$ cat config.mk
export PLATFORM = sky130hd
export DESIGN_NAME = rgb_ctrl_flat
export DESIGN_NICKNAME = d
export VERILOG_FILES = /design/src/rtl/rgb_ctrl_if.sv /design/src/rtl/rgb_ctrl.sv /design/src/flat_wrapper.sv
export SDC_FILE = /design/constraint.sdc
export NUM_CORES = 1
export LEC_CHECK = 0
export ABC_AREA = 1
export CORE_MARGIN = 2
export CORE_UTILIZATION = 45
export CTS_CLUSTER_DIAMETER = 30
export DETAILED_ROUTE_END_ITERATION = 10
export GPL_ROUTABILITY_DRIVEN = 0
export PLACE_DENSITY = 0.67
export SYNTH_ARGS = -nofsm -noshare
export SYNTH_HDL_FRONTEND = slang
export SYNTH_SLANG_ARGS = --single-unit
$ cat constraint.sdc
create_clock -name clk -period 23.1 [get_ports clk]
set_input_delay 5.775 -clock clk [delete_from_list [all_inputs] [get_ports clk]]
set_output_delay 5.775 -clock clk [all_outputs]
set_load 0.01 [all_outputs]
$ cat src/rtl/rgb_ctrl_if.sv
// Request/colour bundle between the status sources and the RGB LED arbiter.
// The master side drives requests, colours and modes; the slave side returns grant and LED drive.
interface rgb_ctrl_if #(
    parameter int nbpc = 8,
    parameter int nreq = 4
);
    logic [nreq-1:0]        req;
    logic [nreq*3*nbpc-1:0] color;
    logic [2*nreq-1:0]      mode;
    logic [nreq-1:0]        grant;
    logic [3*nbpc-1:0]      color_out;
    logic                   led_en;

    modport master (
        output req, color, mode,
        input  grant, color_out, led_en
    );

    modport slave (
        input  req, color, mode,
        output grant, color_out, led_en
    );
endinterface

$ cat src/rtl/rgb_ctrl.sv
// Fixed-priority RGB LED arbiter with a minimum display time and per-requester
// solid / blink / breathe effects; all outputs registered.
module rgb_ctrl #(
    parameter int nbpc       = 8,
    parameter int nreq       = 4,
    parameter int tick_div   = 120000,
    parameter int hold_ticks = 20
) (
    input  logic       clk,
    input  logic       rst,
    rgb_ctrl_if.slave  bus
);
    localparam int CW = 3 * nbpc;
    localparam int PW = 2 * nbpc + 1;
    localparam int OW = (nreq > 1) ? $clog2(nreq) : 1;
    localparam int HW = $clog2(hold_ticks + 1);
    localparam int TW = $clog2(tick_div);

    localparam logic [HW-1:0]   HOLD_MAX = HW'(hold_ticks);
    localparam logic [TW-1:0]   TICK_TOP = TW'(tick_div - 1);
    localparam logic [nbpc-1:0] LVL_MAX  = '1;
    localparam logic [nbpc-1:0] LVL_ONE  = nbpc'(1);

    typedef enum logic {IDLE, SHOW} state_e;
    typedef enum logic [1:0] {M_SOLID = 2'b00, M_BLINK = 2'b01, M_BREATHE = 2'b10, M_RSVD = 2'b11} mode_e;

    state_e           state_q, state_d;
    logic [OW-1:0]    owner_q, owner_d;
    logic [HW-1:0]    hold_q, hold_d;
    logic [3:0]       phase_q, phase_d;
    logic [nbpc-1:0]  level_q, level_d;
    logic             dir_dn_q, dir_dn_d;
    logic [TW-1:0]    tick_cnt_q, tick_cnt_d;
    logic [nreq-1:0]  grant_q, grant_d;
    logic [CW-1:0]    color_out_q, color_out_d;
    logic             led_en_q, led_en_d;

    logic             tick;
    logic             preempt;
    logic             restart;
    logic [CW-1:0]    own_col;
    logic [CW-1:0]    breathe_col;
    logic [PW-1:0]    prod;
    mode_e            own_mode;

    function automatic logic [OW-1:0] lowest(input logic [nreq-1:0] v);
        lowest = '0;
        for (int i = nreq - 1; i >= 0; i--)
            if (v[i]) lowest = OW'(i);
    endfunction

    // NOTE: every signal driven here gets a default before any branch, so no latch can be inferred.
    always_comb begin
        state_d    = state_q;
        owner_d    = owner_q;
        hold_d     = hold_q;
        phase_d    = phase_q;
        level_d    = level_q;
        dir_dn_d   = dir_dn_q;
        restart    = 1'b0;
        tick       = (tick_cnt_q == TICK_TOP);
        tick_cnt_d = tick ? '0 : tick_cnt_q + TW'(1);

        preempt = 1'b0;
        for (int i = 0; i < nreq; i++)
            if (bus.req[i] && (OW'(i) < owner_q)) preempt = 1'b1;

        case (state_q)
            IDLE: begin
                if (|bus.req) begin
                    state_d = SHOW;
                    owner_d = lowest(bus.req);
                    restart = 1'b1;
                end
            end
            SHOW: begin
                if (preempt) begin
                    owner_d = lowest(bus.req);
                    restart = 1'b1;
                end else if (!bus.req[owner_q] && hold_q == HOLD_MAX) begin
                    if (|bus.req) begin
                        owner_d = lowest(bus.req);
                        restart = 1'b1;
                    end else begin
                        state_d = IDLE;
                    end
                end else if (tick) begin
                    if (hold_q != HOLD_MAX) hold_d = hold_q + HW'(1);
                    phase_d = phase_q + 4'd1;
                    // Turn around on reaching an endpoint so each endpoint is shown for one tick only.
                    if (!dir_dn_q) begin
                        level_d = level_q + LVL_ONE;
                        if (level_q == LVL_MAX - LVL_ONE) dir_dn_d = 1'b1;
                    end else begin
                        level_d = level_q - LVL_ONE;
                        if (level_q == LVL_ONE) dir_dn_d = 1'b0;
                    end
                end
            end
            default: state_d = IDLE;
        endcase

        if (restart) begin
            hold_d   = '0;
            phase_d  = '0;
            level_d  = '0;
            dir_dn_d = 1'b0;
        end

        // Outputs are computed from next-state so a req change shows one cycle later.
        own_col  = bus.color[int'(owner_d) * CW +: CW];
        own_mode = mode_e'(bus.mode[int'(owner_d) * 2 +: 2]);

        breathe_col = '0;
        prod        = '0;
        for (int c = 0; c < 3; c++) begin
            prod = PW'(own_col[c * nbpc +: nbpc]) * (PW'(level_d) + PW'(1));
            breathe_col[c * nbpc +: nbpc] = nbpc'(prod >> nbpc);
        end

        grant_d     = '0;
        color_out_d = '0;
        led_en_d    = 1'b0;
        if (state_d == SHOW) begin
            grant_d[owner_d] = 1'b1;
            led_en_d         = 1'b1;
            case (own_mode)
                M_BLINK:   color_out_d = phase_d[3] ? '0 : own_col;
                M_BREATHE: color_out_d = breathe_col;
                default:   color_out_d = own_col;
            endcase
        end
    end

    // NOTE: state registers use non-blocking assignments so all flops update from pre-edge values.
    always_ff @(posedge clk) begin
        if (rst) begin
            state_q     <= IDLE;
            owner_q     <= '0;
            hold_q      <= '0;
            phase_q     <= '0;
            level_q     <= '0;
            dir_dn_q    <= 1'b0;
            tick_cnt_q  <= '0;
            grant_q     <= '0;
            color_out_q <= '0;
            led_en_q    <= 1'b0;
        end else begin
            state_q     <= state_d;
            owner_q     <= owner_d;
            hold_q      <= hold_d;
            phase_q     <= phase_d;
            level_q     <= level_d;
            dir_dn_q    <= dir_dn_d;
            tick_cnt_q  <= tick_cnt_d;
            grant_q     <= grant_d;
            color_out_q <= color_out_d;
            led_en_q    <= led_en_d;
        end
    end

    assign bus.grant     = grant_q;
    assign bus.color_out = color_out_q;
    assign bus.led_en    = led_en_q;
endmodule

$ cat src/flat_wrapper.sv
// flat-port wrapper written by rule: the top's interface ports become plain ports
module rgb_ctrl_flat 
#(
    parameter int nbpc       = 8,
    parameter int nreq       = 4,
    parameter int tick_div   = 120000,
    parameter int hold_ticks = 20
)
  (clk, rst, bus_req, bus_color, bus_mode, bus_grant, bus_color_out, bus_led_en);
  rgb_ctrl_if #(.nbpc(nbpc), .nreq(nreq)) bus_i ();
  input  logic clk;
  input  logic rst;
  input wire logic [$bits(bus_i.req)-1:0] bus_req;
  input wire logic [$bits(bus_i.color)-1:0] bus_color;
  input wire logic [$bits(bus_i.mode)-1:0] bus_mode;
  output wire logic [$bits(bus_i.grant)-1:0] bus_grant;
  output wire logic [$bits(bus_i.color_out)-1:0] bus_color_out;
  output wire logic [$bits(bus_i.led_en)-1:0] bus_led_en;
  assign bus_i.req = bus_req;
  assign bus_i.color = bus_color;
  assign bus_i.mode = bus_mode;
  assign bus_grant = bus_i.grant;
  assign bus_color_out = bus_i.color_out;
  assign bus_led_en = bus_i.led_en;
  rgb_ctrl #(.nbpc(nbpc), .nreq(nreq), .tick_div(tick_div), .hold_ticks(hold_ticks)) u_core (.clk(clk), .rst(rst), .bus(bus_i));
endmodule
---- Yosys cells after proc, flatten, opt, wreduce, memory -nomap -nowiden ----
Cells that the tools add are included.
word-level totals
  register bits after elaboration ......... 67
  word-level logic and storage cells ...... 94
cells by class
  add/subtract/negate cells ............... 6
  multiply operators ...................... 4
  magnitude comparators ................... 7
  equal/unequal tests ..................... 7
  shifts and indexed selects .............. 2
  mux-type cells .......................... 40
  bitwise gates (word level) .............. 4
  reductions and logical operators ........ 13
operator list
  cell                   count
  $shiftx 96x32->24      1
  $mul 8x17->16          3
  $mux 8                 6
  $pmux 24 s2            1
  $mux 24                1
  $mux 4                 5
  $add 17x1->17 const B  1
  $eq 17x17->1 const B   1
  $mux 1                 15
  $mux 2                 7
  $add 8x1->9 const B    1
  $add 8x1->8 const B    1
  $eq 8x1->1 const B     1
  $eq 8x8->1 const B     1
  $shiftx 8x4->2         1
  $sub 8x1->8 const B    1
  $logic_and 1x1->1      6
  $lt 2x3->1 const B     2
  $reduce_or 2->1        3
  $add 5x1->5 const B    1
  $eq 5x5->1 const B     1
  $ne 5x5->1 const B     1
  $reduce_and 5->1       1
  $add 4x1->4 const B    1
  14 further kinds       20

---- Depth between registers and ports, before layout ----
  depth after elaboration ................. 12
  mapped depth ............................ 40
  gate-level depth less buffers ........... 38

---- Worst setup path before layout ----
No wires, ideal clock.
  path kind ............................... input to register
  start ................................... input bus_req[1]
  end ..................................... register u_core.color_out_q[23] (netlist: u_core.bus.color_out[23])
  data arrival time ....................... 11.469 ns
  setup slack ............................. 11.564 ns
  stages on the path ...................... 33
  cell sequence ........................... inv_1 nand2_1 nand2_1 nand2_1 nor2_2 nand3_2 nand2_1 nand3_2 inv_2 clkbuf_1 ha_1 inv_1 nor2_4 inv_1 o21ai_0 nand2_1 inv_1 nand2_1 fa_1 inv_1 fa_1 fa_1 inv_1 fa_1 inv_1 ha_1 a21oi_1 o21ai_0 a221oi_1 nand2_1 nand2_1 nand3_2 a21oi_2
on the way
  cells in the longest elaborated chain, start to end .. 11
  elaborated cells between the ends (all ways) .. 41
RTL lines
  element                               line                RTL
  from (decl)                           flat_wrapper.sv:13  input wire logic [$bits(bus_i.req)-1:0] bus_req;
  $bmux 1 s2                            rgb_ctrl.sv:80      end else if (!bus.req[owner_q] && hold_q == HOLD_MAX) begin
  $mux 1 (not written as such)          rgb_ctrl.sv:80
  $logic_not 1->1                       rgb_ctrl.sv:80
  $logic_and 1x1->1                     rgb_ctrl.sv:80
  $mux 1 or $mux 8 (tied branches)      rgb_ctrl.sv:80
  $mux 1 or $mux 8 (tied branches)      rgb_ctrl.sv:77      if (preempt) begin
  $pmux 1 s2 or $mux 8 (tied branches)  rgb_ctrl.sv:68      case (state_q)
  $mux 8 *                              rgb_ctrl.sv:103     if (restart) begin
  named net u_core.level_d[0]           rgb_ctrl.sv:31      logic [nbpc-1:0] level_q, level_d;
  $add 8x1->9 *                         rgb_ctrl.sv:117     prod = PW'(own_col[c * nbpc +: nbpc]) * (PW'(level_d) + PW'(1));
  $mul 8x17->16 *                       rgb_ctrl.sv:117
  $pmux 24 s2 *                         rgb_ctrl.sv:127     case (own_mode)
  to (signal assigned)                  rgb_ctrl.sv:157     color_out_q <= color_out_d;
  to (decl)                             rgb_ctrl.sv:35      logic [CW-1:0] color_out_q, color_out_d;
The timed path passes the listed nets; every way through them passes the cells marked *. The select of a mux whose other input is x is not followed.
A chain may end at the register's enable or synchronous reset.

---- Worst setup path after layout ----
  start ................................... input bus_req[0]
  end ..................................... register u_core.color_out_q[23] (netlist: u_core.bus.color_out[23])
on the way
  cells in the longest elaborated chain, start to end .. 11
  elaborated cells between the ends (all ways) .. 41
RTL lines
  element                                           line
  $bmux 1 s2 or $logic_and 1x1->1 (tied branches)   rgb_ctrl.sv:80, rgb_ctrl.sv:66
  $mux 1 (on tied branches)                         rgb_ctrl.sv:80, rgb_ctrl.sv:66
  $logic_not 1->1 or $mux 1 (tied branches)         rgb_ctrl.sv:80, rgb_ctrl.sv:66
  $logic_and 1x1->1 or $mux 1 (tied branches)       rgb_ctrl.sv:80, rgb_ctrl.sv:66
  $mux 2 (tied with other cells)                    rgb_ctrl.sv:80
  $mux 2 (tied with other cells)                    rgb_ctrl.sv:77
  $pmux 2 s2 (tied with other cells)                rgb_ctrl.sv:68
  $mul 2x2->4 or $mux 8 (tied branches)             rgb_ctrl.sv:111, rgb_ctrl.sv:103
  $shiftx 96x32->24 or $add 8x1->9 (tied branches)  rgb_ctrl.sv:111, rgb_ctrl.sv:117
  $mul 8x17->16 or $mux 24 (tied branches)          rgb_ctrl.sv:117, rgb_ctrl.sv:128
  $pmux 24 s2                                       rgb_ctrl.sv:127
Several ways; a longest one is shown, not always the timed one. The select of a mux whose other input is x is not followed.

==> reports/metrics.csv <==
stage;metric;value;unit
route;vias;10500;
global_routing;grt_pass1_vias;10400;
clock_network;cts_max_level;3;
sta;clock-skew-final;21.2;ps
synth;ys_seq_elements;66;
synth;yosysTopAreaCell;fa_1;
die;rows;56;
cells_and_area;area_growth;17.6;%
synth;avgSynthCellArea;7.03;µm²
setup_path;crit_path_start_kind;input pin;
synth;syn_inst;1541;
die;initial_core_util;0.460;
setup_path;rrSetupSlack;15400;ps
power_and_ir_drop;p_sw;0.170;mW
synth;ys_seq_area_frac;0.122;
placement;place.port_buffers;138;
die;ios;139;
clock_network;cts_buffers;9;
die;coreArea;23500;µm²
power_and_ir_drop;seqPwrFrac;0.283;
min_path;min_to;u_core.tick_cnt_q[0]$_SDFF_PP0_;
sta;period_needed;12940;ps
cells_and_area;finalNetCount;1996;
sta;finalSetupViolations;0;
clock_network;path_clk_slew;70;ps
global_routing;grt_max_degree;30;
route;first_pass_iters;5;
run_status;run_status;complete, no violations;
route;wl;31.0;mm
placement;hpwl;24.8;mm
synth;yosys_warnings;0;
global_routing;grt_pass1_wl;50.5;mm
synth;syn-cell-area;10800;µm²
power_and_ir_drop;total_leakage_power;6.49;nW
clock_network;clk_path_buf_depth;2;
clock_network;cts-resized-gates;0;
synth;ys_types;52;
sta;tns;0;ps
setup_path;slowest_delay;550;ps
power_and_ir_drop;clkPwrFrac;0.339;
setup_path;rr_endpoint;u_core.bus.color_out[23]$_SDFF_PP0_;
route;via_per_inst;5.30;
sta;slew_headroom;0.208;
die;fp.dieH;159;µm
setup_path;worstReg2RegStart;u_core.tick_cnt_q[0]$_SDFF_PP0_;
sta;slew_violations;0;
clock_network;clock-root-buffer;clkbuf_16;
power_and_ir_drop;switching_share;0.386;
min_path;hold_depth;1;
cells_and_area;layout-drive-gt1-share;0.0547;
sta;rsz0062_at_grt;no;
setup_path;cp_num_buf_inv;9;
synth;synth_top_area_frac;0.222;
setup_path;criticalPathCategory;in -> reg;
setup_path;cp_top_family;adder cells;
setup_path;crit_slowest_cell;fa_1;
power_and_ir_drop;powerDensity;34.6;nW/µm²
setup_path;crit_path_end_kind;register;
min_path;hold_path.startpoint;u_core.tick_cnt_q[0]$_SDFF_PP0_;
setup_path;worstPathMaxFanout;19;
setup_path;cp.arrival;13240;ps
clock_network;cts_hold_buf;0;
route;drcViolationCount;0;
clock_network;cts_setup_buffers;0;
global_routing;grt_antenna_before_repair;1;
clock_network;cts_tree;done;
clock_network;clock-sinks;66;
sta;hold_viol;0;
power_and_ir_drop;ir_worst_vdd;0.0320;mV
die;die_area;25300;µm²
clock_network;clk_latency;360;ps
setup_path;cp.required;23390;ps
die;die_w;159;µm
synth;ys_top_cells_by_area;fa_1, ha_1, dfxtp_1;
power_and_ir_drop;combPwrFrac;0.377;
route;ant_nets;0;
power_and_ir_drop;power;0.441;mW
global_routing;track_usage;0.247;
sta;max_freq;77.3;MHz
cells_and_area;n_antenna_cell;0;
global_routing;grt.overflow.total;0;
setup_path;worst_path_most_repeated_cell;nand2_1;
power_and_ir_drop;internal-power;0.271;mW
route;post_drt_wl_per_cell;15.6;µm
synth;syn-num-nets;1878;
setup_path;reg2reg_depth;34;
sta;tightest_slew;1180;ps
route;drtIter0Drc;773;
min_path;min_path_type;reg -> reg;
flow_run;max-cap-violations;0;
sta;period_share;0.560;
-- layout make-up --
type                       count  area, µm²
clock buffer                  12        246
clock inverter                 4       51.3
tap                          319        399
multi-input combinational   1156       8250
sequential                    66       1320
timing repair buffer         140       1400
fill                        2378      10800
inverter                     286       1080
-- cells by family (layout without fill, tap and decap cells) --
kind of cell,count (synthesis),count (layout),share of synthesized area
buf+inv,319,442,0.117
fa+ha+maj,227,227,0.345
xor+xnor,13,13,0.0105
compound gates,169,169,0.0951
flops,66,66,0.122
simple gates,747,747,0.310
-- per-layer routing --
metal	part of all wire	global-route usage
met3	0.069	0.0432
met2	0.49	0.435
met1	0.40	0.296
met5	0	0
met4	0.040	0.107
-- flip-flops by register name (all words and copies together), names as in the netlist --
register and count:
u_core.bus.color_out 24, u_core.bus.grant 4, u_core.bus.led_en 1, u_core.dir_dn_q 1, u_core.hold_q 5, u_core.level_q 8
u_core.owner_q 2, u_core.phase_q 4, u_core.tick_cnt_q 17
-- power groups by stage --
stage / Clock, mW / Sequential (mW) / Combinational (mW)
finish: 0.150 / 0.125 / 0.166
global route: 0.157 / 0.126 / 0.182
CTS: 0.153 / 0.125 / 0.166
detailed placement: 0 / 0.127 / 0.165
global placement: 0 / 0.128 / 0.164
floorplan: 0 / 0.131 / 0.0904
-- Yosys cell counts, drive strengths merged --
library cell,number
nand2,330
inv,284
nor2,265
fa,120
ha,107
nand3,90
a21oi,75
dfxtp,66
o21ai,34
nor3,22
nand4,21
buf,19
o22ai,17
clkbuf,14
o21a,14
xor2,9
and2,7
a221oi,6
a22oi,6
nor3b,5
o21bai,5
or2,5
xnor2,4
a31oi,3
a211oi,2
a21boi,2
a21o,2
and3,2
clkinv,2
a221o,1
o221a,1
o31ai,1
-- worst register-to-register path, delay by kind of cell, from the launching register on --
| kind | cells | cell delay [ps] |
|---|---|---|
| flops | 1 | 350 |
| buf+inv | 8 | 1140 |
| simple gates | 14 | 2250 |
| fa+ha+maj | 7 | 2790 |
| compound gates | 5 | 1130 |
-- how the worst max path moves through the flow --
stage	start	end	cells past startpoint
2_1_floorplan	bus_req[1]	u_core.bus.color_out[23]$_SDFF_PP0_	33
3_3_place_gp	bus_req[0]	u_core.bus.color_out[23]$_SDFF_PP0_	33
3_5_place_dp	bus_req[0]	u_core.bus.color_out[23]$_SDFF_PP0_	33
4_1_cts	bus_req[0]	u_core.bus.color_out[23]$_SDFF_PP0_	33
5_1_grt	bus_req[0]	u_core.bus.color_out[15]$_SDFF_PP0_	33
6_report	bus_req[0]	u_core.bus.color_out[23]$_SDFF_PP0_	33
-- metrics by stage --
| stage | instances | area, µm² | worst slack (ps) | hold slack, ps | utilization |
|---|---|---|---|---|---|
| floorplan | 1541 | 10800 | 11560 | 418 | - |
| global placement | 1967 | 12400 | 10160 | 432 | 0.528 |
| detailed placement | 1967 | 12400 | 9890 | 454 | 0.528 |
| CTS | 1983 | 12700 | 10250 | 463 | 0.541 |
| global route | 1983 | 12700 | 9690 | 485 | 0.541 |
| finish | 1983 | 12700 | 10160 | 455 | 0.541 |
-- cells in the final DEF (no fill, tap or decap), types with 3 or more instances in the layout --
master / netlist / routed
nand2_2: 15 / 15
nand3_4: 3 / 3
nand2_8: 3 / 3
a21oi_2: 4 / 4
clkbuf_16: 0 / 9
nand4_1: 21 / 21
nor2_1: 253 / 253
a21oi_1: 71 / 71
or2_1: 5 / 5
inv_1: 272 / 272
xor2_1: 9 / 9
clkdlybuf4s50_1: 0 / 138
ha_1: 107 / 107
nor2_2: 5 / 5
inv_2: 11 / 11
nor2_4: 5 / 5
and2_1: 7 / 7
nor3_1: 22 / 22
nand3_1: 76 / 76
fa_1: 120 / 120
xnor2_1: 4 / 4
nand3_2: 11 / 11
a22oi_1: 6 / 6
o21bai_1: 5 / 5
dfxtp_1: 66 / 66
o21a_1: 14 / 14
o21ai_1: 3 / 3
nand2_4: 6 / 6
o21ai_2: 3 / 4
a31oi_1: 3 / 3
a221oi_1: 6 / 6
o22ai_2: 3 / 3
o21ai_0: 28 / 27
nand2_1: 306 / 306
o22ai_1: 14 / 14
nor3b_1: 5 / 5
(Power assumes the default switching activity.)
==> edit: new RTL, same flow settings <==
Compare `tick_cnt_q` against `TICK_TOP` with >= in place of ==.
--- a/src/rtl/rgb_ctrl.sv
+++ b/src/rtl/rgb_ctrl.sv
@@ -58,7 +58,7 @@
         level_d    = level_q;
         dir_dn_d   = dir_dn_q;
         restart    = 1'b0;
-        tick       = (tick_cnt_q == TICK_TOP);
+        tick       = (tick_cnt_q >= TICK_TOP);
         tick_cnt_d = tick ? '0 : tick_cnt_q + TW'(1);
 
         preempt = 1'b0;
Behaviour: no difference found for any inputs over 10 cycles, from zero or initial values and one cycle with rst high; that may be too few to reach the edited logic, so the function may still have changed.
==> edit against the original RTL <==
  * Hold slack better by 0.028 ns
  * Cell area up 0.42%
  * Clock skew down 0.0078 ns
  * Total power up 4.8%
  * Setup slack worse by 0.036 ns
  * Sequential share of layout area about the same
  * Synthesized area about the same
  * Wire length up 1.3%
  * Sequential cell count unchanged
  * Critical path type unchanged
  * Largest cell class unchanged
  * Highest routed layer unchanged
==> edit: results (changes against the original RTL) <==
final WL 31.3 mm (+1.3%); Setup WS pre-CTS 9.87 ns (-0.0209 ns); largest cells by area after synthesis fa_1 (22%), ha_1 (12%), dfxtp_1 (12%); Synth Flop Type dfxtp_1; status finished clean; M1 WL 14.2 mm (+14%); syn_nets 1,862 (-0.85%); Total Routing Usage GR 0.247 (about the same); H-tree levels 3 (unchanged); crit path max-delay cell type nand2_1; Worst VDD drop 0.0000313 V (-2.0%); Post-Place Cells 1,953 (-0.71%); transition time of the tightest slew-check pin 1.10 ns (-0.0778 ns); PostCTS Resize Cnt 0 (unchanged); initial antenna violation count 0 (-1); number of fill cells in the layout 2,281 (-4.1%); CTS buffer count 9 (unchanged); met3 wire len 1.51 mm (-29%); layout cells sized above 1 0.0703 (+0.0156); vias in the first global route 9,987 (-3.8%); cell area after placement 12,400 sq um (about the same); Detailed Routing Iterations Pass 1 8 (+3); first-pass GRT wire length 50.8 mm (+0.67%); clk slew on worst S/H paths 0.06 ns; via-per-instance ratio 5.20 (-1.9%); Commonest cells post-synth nand2_1 (317), inv_1 (276), nor2_1 (209); WL met2 14.7 mm (-2.4%); Iteration-0 DRC Markers 688 (-11%); WL per Instance 15.9 um (+2.0%); worst clock skew 0.0134 ns (-0.00783 ns); Syn Inst Count 1,525 (-1.0%); max reg flops 24 (unchanged); dpl hpwl 25.2 mm (+1.6%); worst endpoint data arrival time 13.26 ns (+0.02 ns); leakage power 6.45 nW (-0.63%); Synth cell types 56 (+7.7%); sequential fraction of the synthesis area 0.122 (about the same); pin count of the biggest net entering global routing 30 (unchanged); Final setup viols 0 (unchanged)
==> edit: final timing paths <==
| check | from | end | slack (ns) | cells past startpoint |
|---|---|---|---|---|
| worst max-delay path | bus_req[0] | u_core.bus.color_out[22] | 10.12 | 32 |
| worst min-delay path | u_core.tick_cnt_q[3] | u_core.tick_cnt_q[3] | 0.48 | 2 |
| worst max register to register | u_core.tick_cnt_q[0] | u_core.bus.color_out[22] | 15.49 | 33 |
| worst min register to register | u_core.tick_cnt_q[3] | u_core.tick_cnt_q[3] | 0.48 | 2 |
==> edit: layer usage <==
layer	GRT usage	up-vias
met2	0.417	296
li1	-	5021
met1	0.329	4854
met5	0	-
met4	0.0769	0
met3	0.0346	67
==> edit: cell type report <==
cell class,instances,area [sq um],area share
well taps,319,399,0.0312
clock inverters,7,125,0.00978
repair buffers,140,1400,0.109
multi-input cells,1130,8200,0.641
clock buffers,9,225,0.0176
flip-flops and latches,66,1320,0.103
inverters,298,1130,0.0882
==> edit: power breakdown <==
group / switching (W) / leakage, nW / internal [W] / total, W
clock: 0.0000634 / 0.164 / 0.000107 / 0.000170
combinational: 0.000107 / 5.75 / 0.0000601 / 0.000167
sequential: 0.00000282 / 0.537 / 0.000121 / 0.000124
total: 0.000173 / 6.45 / 0.000288 / 0.000462
==> edit: logic make-up (layout without fill, tap and decap cells) <==
logic type | Yosys count | in the layout | share of synthesized area
and+or+nand+nor | 721 | 721 | 0.296
adders and majority gates | 227 | 227 | 0.345
buffers and inverters | 329 | 454 | 0.122
xor gates and xnor gates | 18 | 18 | 0.0159
DFF | 66 | 66 | 0.122
AOI/OAI and AO/OA | 164 | 164 | 0.0985
